File: src/rtl/mult8u_product_accum.sv
// mult8u_product_accum: sums groups of LEN unsigned 16-bit products into an ACC_W-bit result with overflow flag
// Ports:
//   clk, rst_n (async active-low)     clock and reset
//   clear                             sync flush of current group and held result
//   in_valid/in_ready/in_product      product beat handshake
//   out_valid/out_ready/out_sum/out_ovf  single-entry result register handshake
//   beat_cnt                          beats accepted in current group
// Define ACC_SAT_EN to clamp the sum to 2^ACC_W-1 on overflow instead of wrapping.
module mult8u_product_accum #(
  parameter int ACC_W = 20,
  parameter int LEN = 16,
  localparam int CW = LEN > 1 ? $clog2(LEN) : 1
) (
  input  logic             clk,
  input  logic             rst_n,
  input  logic             clear,
  input  logic             in_valid,
  output logic             in_ready,
  input  logic [15:0]      in_product,
  output logic             out_valid,
  input  logic             out_ready,
  output logic [ACC_W-1:0] out_sum,
  output logic             out_ovf,
  output logic [CW-1:0]    beat_cnt
);
  localparam logic [0:0] ACCUM = 1'b0;
  localparam logic [0:0] HOLD = 1'b1;
  localparam logic [CW-1:0] LAST = CW'(LEN - 1);
  logic [0:0] state;
  logic [ACC_W-1:0] acc, base, sum;
  logic [ACC_W:0] nxt;
  logic sticky, first, last, ovf, accept;
  assign in_ready = state == ACCUM;
  assign out_valid = state == HOLD;
  // The first beat of a group ignores the old accumulator and sticky bit, so no separate restart cycle is needed.
  always_comb begin
    accept = in_valid && in_ready;
    first = beat_cnt == '0;
    last = beat_cnt == LAST;
    base = first ? '0 : acc;
    nxt = {1'b0, base} + (ACC_W + 1)'(in_product);
    ovf = (!first && sticky) || nxt[ACC_W];
`ifdef ACC_SAT_EN
    sum = ovf ? '1 : nxt[ACC_W-1:0];
`else
    sum = nxt[ACC_W-1:0];
`endif
  end
  always_ff @(posedge clk or negedge rst_n) begin
    if (!rst_n) begin
      state <= ACCUM;
      acc <= '0;
      sticky <= 1'b0;
      beat_cnt <= '0;
      out_sum <= '0;
      out_ovf <= 1'b0;
    end else if (clear) begin
      state <= ACCUM;
      acc <= '0;
      sticky <= 1'b0;
      beat_cnt <= '0;
    end else if (accept) begin
      acc <= sum;
      sticky <= ovf;
      beat_cnt <= last ? '0 : beat_cnt + CW'(1);
      if (last) begin
        out_sum <= sum;
        out_ovf <= ovf;
        state <= HOLD;
      end
    end else if (state == HOLD && out_ready) begin
      state <= ACCUM;
    end
  end
endmodule

File: config.mk
export PLATFORM = sky130hd
export DESIGN_NAME = mult8u_product_accum
export DESIGN_NICKNAME = d
export VERILOG_FILES = /design/src/rtl/mult8u_product_accum.sv
export SDC_FILE = /design/constraint.sdc
export NUM_CORES = 1
export LEC_CHECK = 0
export BUFFER_PORTS_ARGS = -buffer_cell sky130_fd_sc_hd__buf_4
export CORE_MARGIN = 2
export CORE_UTILIZATION = 57
export DETAILED_ROUTE_END_ITERATION = 12
export PLACE_DENSITY = 0.8
export SETUP_SLACK_MARGIN = 0.4
export SLEW_MARGIN = 10
export SYNTH_ARGS = -nofsm -noshare
export SYNTH_HDL_FRONTEND = slang
export SYNTH_SLANG_ARGS = --single-unit
File: constraint.sdc
create_clock -name clk -period 4 [get_ports clk]
set_input_delay 0.4 -clock clk [delete_from_list [all_inputs] [get_ports clk]]
set_output_delay 0.4 -clock clk [all_outputs]
set_load 0.01 [all_outputs]
; Word level (Yosys, flattened, before mapping)
; Cells that the tools add are included.
[word_totals]
inputBits = 21
register_bits = 47
wordCells = 34
output_inout_bits = 27
[op_classes]
muxes = 12
bitwise = 2
add_sub_neg = 2
eq_ne = 2
reduce_logical = 10
[ops]
columns = operator, count
row1 = $mux W20, 3
row2 = $add A20 B16 Y21, 1
row3 = $mux W4, 3
row4 = $mux W1, 6
row5 = $add A4 B1 Y4 const B, 1
row6 = $eq A4 B4 Y1 const B, 1
row7 = $logic_not A4 Y1, 1
row8 = $logic_and A1 B1 Y1, 3
row9 = $ne A3 B3 Y1 const B, 1
row10 = $reduce_and A3 Y1, 1
row11 = $reduce_bool A3 Y1, 1
row12 = $not A1 Y1, 2
row13 = $reduce_and A2 Y1, 1
row14 = $reduce_bool A2 Y1, 1
row15 = $logic_not A1 Y1, 1
row16 = $logic_or A1 B1 Y1, 1

; Depth between registers and ports, before layout
[logic_depth]
word_depth = 6
mapped_depth = 15
depth_no_buf = 13

; Worst setup path before layout
; Ideal clock, no wire load.
[synth_path]
kind = flip-flop to flip-flop
start = register beat_cnt[0]
end = register acc[18]
setup_time_ns = 0.120
setup_slack_ns = 0.530
synth_period_minus_slack_ns = 3.470
path_stages_with_launch = 15
required_time_ns = 3.880
path_buffers = 3
arrival_time_ns = 3.350
cell_sequence = dfrtp_1 -> inv_1 -> ha_1 -> or3b_2 -> clkbuf_1 -> clkbuf_1 -> and2_1 -> ha_1 -> clkbuf_2 -> o21ai_0 -> or2_2 -> and4_1 -> o21ai_0 -> o21ai_0 -> a31o_2
[synth_via]
elab_chain_cells = 5
[synth_rtl]
columns = element, line_no
row1 = from (decl), 24  ; output logic [CW-1:0] beat_cnt
row2 = from (signal assigned), 65  ; beat_cnt <= last ? '0 : beat_cnt + CW'(1);
row3 = $logic_not A4 Y1, 38  ; first = beat_cnt == '0;
row4 = $mux W20, 40  ; base = first ? '0 : acc;
row5 = $add A20 B16 Y21, 41  ; nxt = {1'b0, base} + (ACC_W + 1)'(in_product);
row6 = $mux W20, 62  ; end else if (accept) begin
row7 = $mux W20, 57  ; end else if (clear) begin
row8 = to (signal assigned), 63  ; acc <= sum;
row9 = to (decl), 30  ; logic [ACC_W-1:0] acc, base, sum;
; No other way between the ends. The select of a mux whose other input is x is not followed.
; A chain may end at the register's enable or synchronous reset.

; Worst setup path in the final report
[layout_path]
start = register beat_cnt[0]
end = register out_sum[11]
[layout_via]
elab_chain_cells = 3
word_cells_on_any_way = 5
cone_classes = 1 x add/sub / 1 x eq/ne / 1 x mux / 2 x reduce/logical
[layout_rtl]
columns = element, line_no
row1 = $logic_not A4 Y1, 38
row2 = $mux W20, 40
row3 = $add A20 B16 Y21, 41
row4 = to (signal assigned), 67  ; out_sum <= sum;
row5 = to (decl), 22  ; output logic [ACC_W-1:0] out_sum,
; Parallel ways exist; a longest one is shown, timed or not.

==> metrics.md <==
| Metric | Value |
|---|---|
| Slowest-stage cell, CP | or3b_4 |
| Most frequent cells in the layout | buf_4 (53), dfrtp_1 (47), nand2_1 (43) |
| Highest layer used for signal routing | met4 |
| Num CTS Buffers | 5 |
| Compound-Gate Fraction of Synth Area | 0.2118 |
| I/O Buffers | between 40 and 50 |
| Slew headroom | 0.5944 |
| Kind of critical path | flop to flop |
| DR WL met2 | roughly 3.3 mm |
| Critical Path AT | approximately 3.6 ns |
| Met1 wire length | roughly 3.3 mm |
| DR vias | 2744 |
| Clock Latency Late Sink | 0.30 ns |
| Total global-route track usage | 0.2594 |
| Status | complete, no violations |
| Peak VDD IR | 0.2381 mV |
| Routed vias/inst | 6.057 |
| Slew Viols, Final | 0 |
| Area share of and/or/nand/nor cells after synthesis | 0.2167 |
| Final Cell Area | 0.003643 mm² |
| Final min period | 3.432 ns |
| RR Endpoint | out_sum[11] |
| Final Power | around 1.1 mW |
| Mean Syn Cell Area | 9.140 µm² |
| GRT overflow | 0 |
| Mapped Nets | 378 |
| First-pass detailed-route iteration total | 4 |
| # IOs | 48 |
| Die H | 77.62 µm |
| Routed WL | 7.266 mm |
| Die Area | 0.006025 mm² |
| Pwr dens | approximately 310 mW/mm² |
| CTS Buffer Depth | 2 |
| Adder-Cell Fraction of Synth Area | 0.07938 |
| Placed Instances | ~440 |
| Worst Setup End Kind | flop |
| Row count | 26 |
| Seq/Total Area, Yosys | 0.3807 |
| R2R Setup Slk | 0.57 ns |
| CP most frequent cell | ha_1 |
| Htree depth | 2 |
| Commonest non-fill, non-tap cell in the layout | buf_4 |
| EDFF count, synth | 0 |
| Yosys cell types | 56 |
| Area of the multi-input gates | 0.001834 mm² |
| Worst setup SP type | flop |
| CTS root buf | clkbuf_8 |
| # fillers | 386 |
| CTS tree | done |
| Worst Skew | 0.01181 ns |
| Dpl cell area | 0.003508 mm² |
| Core area | 0.005172 mm² |
| Period Utilization, post-route | 0.8581 |
| Tightest Pin Transition | 0.6084 ns |
| Ant diodes | 0 |
| Worst Path Required | roughly 4.2 ns |
| Routed wl met3 | 552 µm |
| Die width | 77.62 µm |
| Max-cap violations | 0 |
| TritonCTS Sinks | 47 |
| Sequential cell area | 0.001176 mm² |
| Critical Path, Cell by Cell | inv_1, ha_1, or3b_4, and2_1, ha_1, a21o_1, a31o_1, o211a_4, o41ai_4, xnor2_1, mux2_4 |
| Reg2reg start | beat_cnt[0] |
| Initial Util | 0.5972 |
| Post-Synthesis Cell Area | 0.003089 mm² |
| Post-detail-place hpwl | 5.055 mm |
| Routed len/inst | 16.04 µm |
| Pin count of the biggest net entering global routing | 48 |
| CP peak stage delay | 0.47 ns |
| Final Non-Filler Cells | roughly 450 |
| F_max | 291.4 MHz |
| Residual DRC | 0 |
| Ys Warns | 0 |
| Asr flop ratio synth | 1.000 |
| Number of global-route vias before repair | 2760 |
| Crit-path max FO | 12 |
| Main combinational cell family by area after synthesis | simple AND/OR/NAND/NOR gates |
| Final hold vios | 0 |
| R2R cell count | 11 |
| Syn Inst Count | about 340 |
| DRT iter0 DRCs | 194 |
| Synthesis-stage register bit count | 47 |
| Fin nets | around 420 |
| Post-Synth XOR/XNOR Area | 0.03686 |
| Antenna-violating nets left | 0 |
| Clock slew at reported path FFs | 0.09 ns |
| Layout cells sized above 1 | 0.2115 |
| CTS Hold Bufs | 0 |
| Synth Flop Type | dfrtp_1 |
| Final setup violation count | 0 |
| Antenna violations before repair | 0 |
| Leak | 1.732 nW |
| Final setup TNS | 0 ns |
| GPL Wtd Cong | 0.9097 |
| Worst hold path type | input port to asynchronous set/reset pin |
| Area delta synth->final | 17.94% |
| Global-route wire length before repair | 12.56 mm |
| RSZ-0062 raised after global routing | no |
| Post-synthesis mux area share | 0.04334 |
sequential cells by signal, summed over array words and instances (netlist names):
signal	flops
out_valid	1
acc	20
sticky	1
beat_cnt	4
out_ovf	1
out_sum	20
cell families (layout without fill, tap and decap cells):
group | after synthesis | in the layout
simple gates | 133 | 134
fa+ha+maj | 19 | 19
xor+xnor | 13 | 13
compound gates | 89 | 89
flops | 47 | 47
buf+inv | 25 | 69
mux | 12 | 12
metrics by stage:
stage	utilization	setup slack (ns)	hold WS, ns
floorplan	-	0.5298	0.1044
global placement	0.6783	0.4577	0.4454
detailed placement	0.6783	0.4040	0.4561
CTS	0.7015	0.5629	0.1125
global route	0.7044	0.4087	0.1354
finish	0.7044	0.5677	0.09126
how the worst max path moves through the flow:
stage / cells past startpoint / slack (ns) / from / end
floorplan: 14 / 0.53 / beat_cnt[0] / acc[18]
global placement: 11 / 0.46 / beat_cnt[0] / out_sum[11]
detailed placement: 11 / 0.40 / beat_cnt[0] / out_sum[11]
CTS: 11 / 0.56 / beat_cnt[0] / out_sum[11]
global route: 13 / 0.41 / beat_cnt[0] / out_sum[12]
finish: 11 / 0.57 / beat_cnt[0] / out_sum[11]
final cells by class:
| type | instances | share of cell area |
|---|---|---|
| Inverter | 8 | 0.008242 |
| Multi-Input combinational cell | 267 | 0.5034 |
| Tap cell | 70 | 0.02404 |
| Timing Repair Buffer | 53 | 0.1092 |
| Clock buffer | 6 | 0.02266 |
| Sequential cell | 47 | 0.3228 |
| Clock inverter | 2 | 0.009615 |
synth_stat cells, drive strengths merged, types with 2 or more instances:
master / count / share of area
dfrtp: 47 / 0.38
nand2: 43 / 0.052
o21ai: 21 / 0.034
nor2: 20 / 0.024
and2: 18 / 0.036
ha: 18 / 0.073
clkbuf: 17 / 0.021
a21oi: 15 / 0.024
nand3: 13 / 0.021
a22o: 12 / 0.034
xnor2: 9 / 0.026
inv: 8 / 0.0097
mux2: 8 / 0.030
nor3: 7 / 0.011
and3: 6 / 0.012
nand4: 6 / 0.012
nor2b: 5 / 0.010
a21o: 4 / 0.0097
mux2i: 4 / 0.013
nor3b: 4 / 0.0097
o2111ai: 4 / 0.011
xor2: 4 / 0.011
a211oi: 3 / 0.0073
a221oi: 3 / 0.0085
o211a: 3 / 0.012
o211ai: 3 / 0.0073
or2: 3 / 0.0061
a31o: 2 / 0.0057
a31oi: 2 / 0.0040
nand2b: 2 / 0.0040
o21a: 2 / 0.0049
o311ai: 2 / 0.0057
o31ai: 2 / 0.0049
report_power, final:
part / total [mW] / internal, mW / switching [mW]
combinational: 0.239 / 0.102 / 0.137
clock: 0.366 / 0.202 / 0.163
sequential: 0.513 / 0.499 / 0.0143
critical path: cells and delay by family (launching register included):
kind | cells | cell delay (ns)
muxes | 1 | 0.28
adders and majority gates | 2 | 0.54
buffers and inverters | 1 | 0.08
xor gates and xnor gates | 1 | 0.15
DFF | 1 | 0.44
AOI/OAI and AO/OA | 4 | 1.17
and+or+nand+nor | 2 | 0.66
repair_timing:
action | in CTS | in global routing
resized for setup | 1 | 2
endpoints found under the setup margin | 3 | 7
pin swaps | 0 | 0
endpoints found under the hold margin | 0 | 0
gates cloned | 0 | 1
buffers inserted | 0 | 0
per-layer routing:
layer	vias to the layer above	GRT usage
li1	1324	-
met5	-	0
met1	1315	0.3477
met2	97	0.4147
met4	0	0.1071
met3	8	0.04651
No activity file was read; power rests on OpenSTA's default activity.
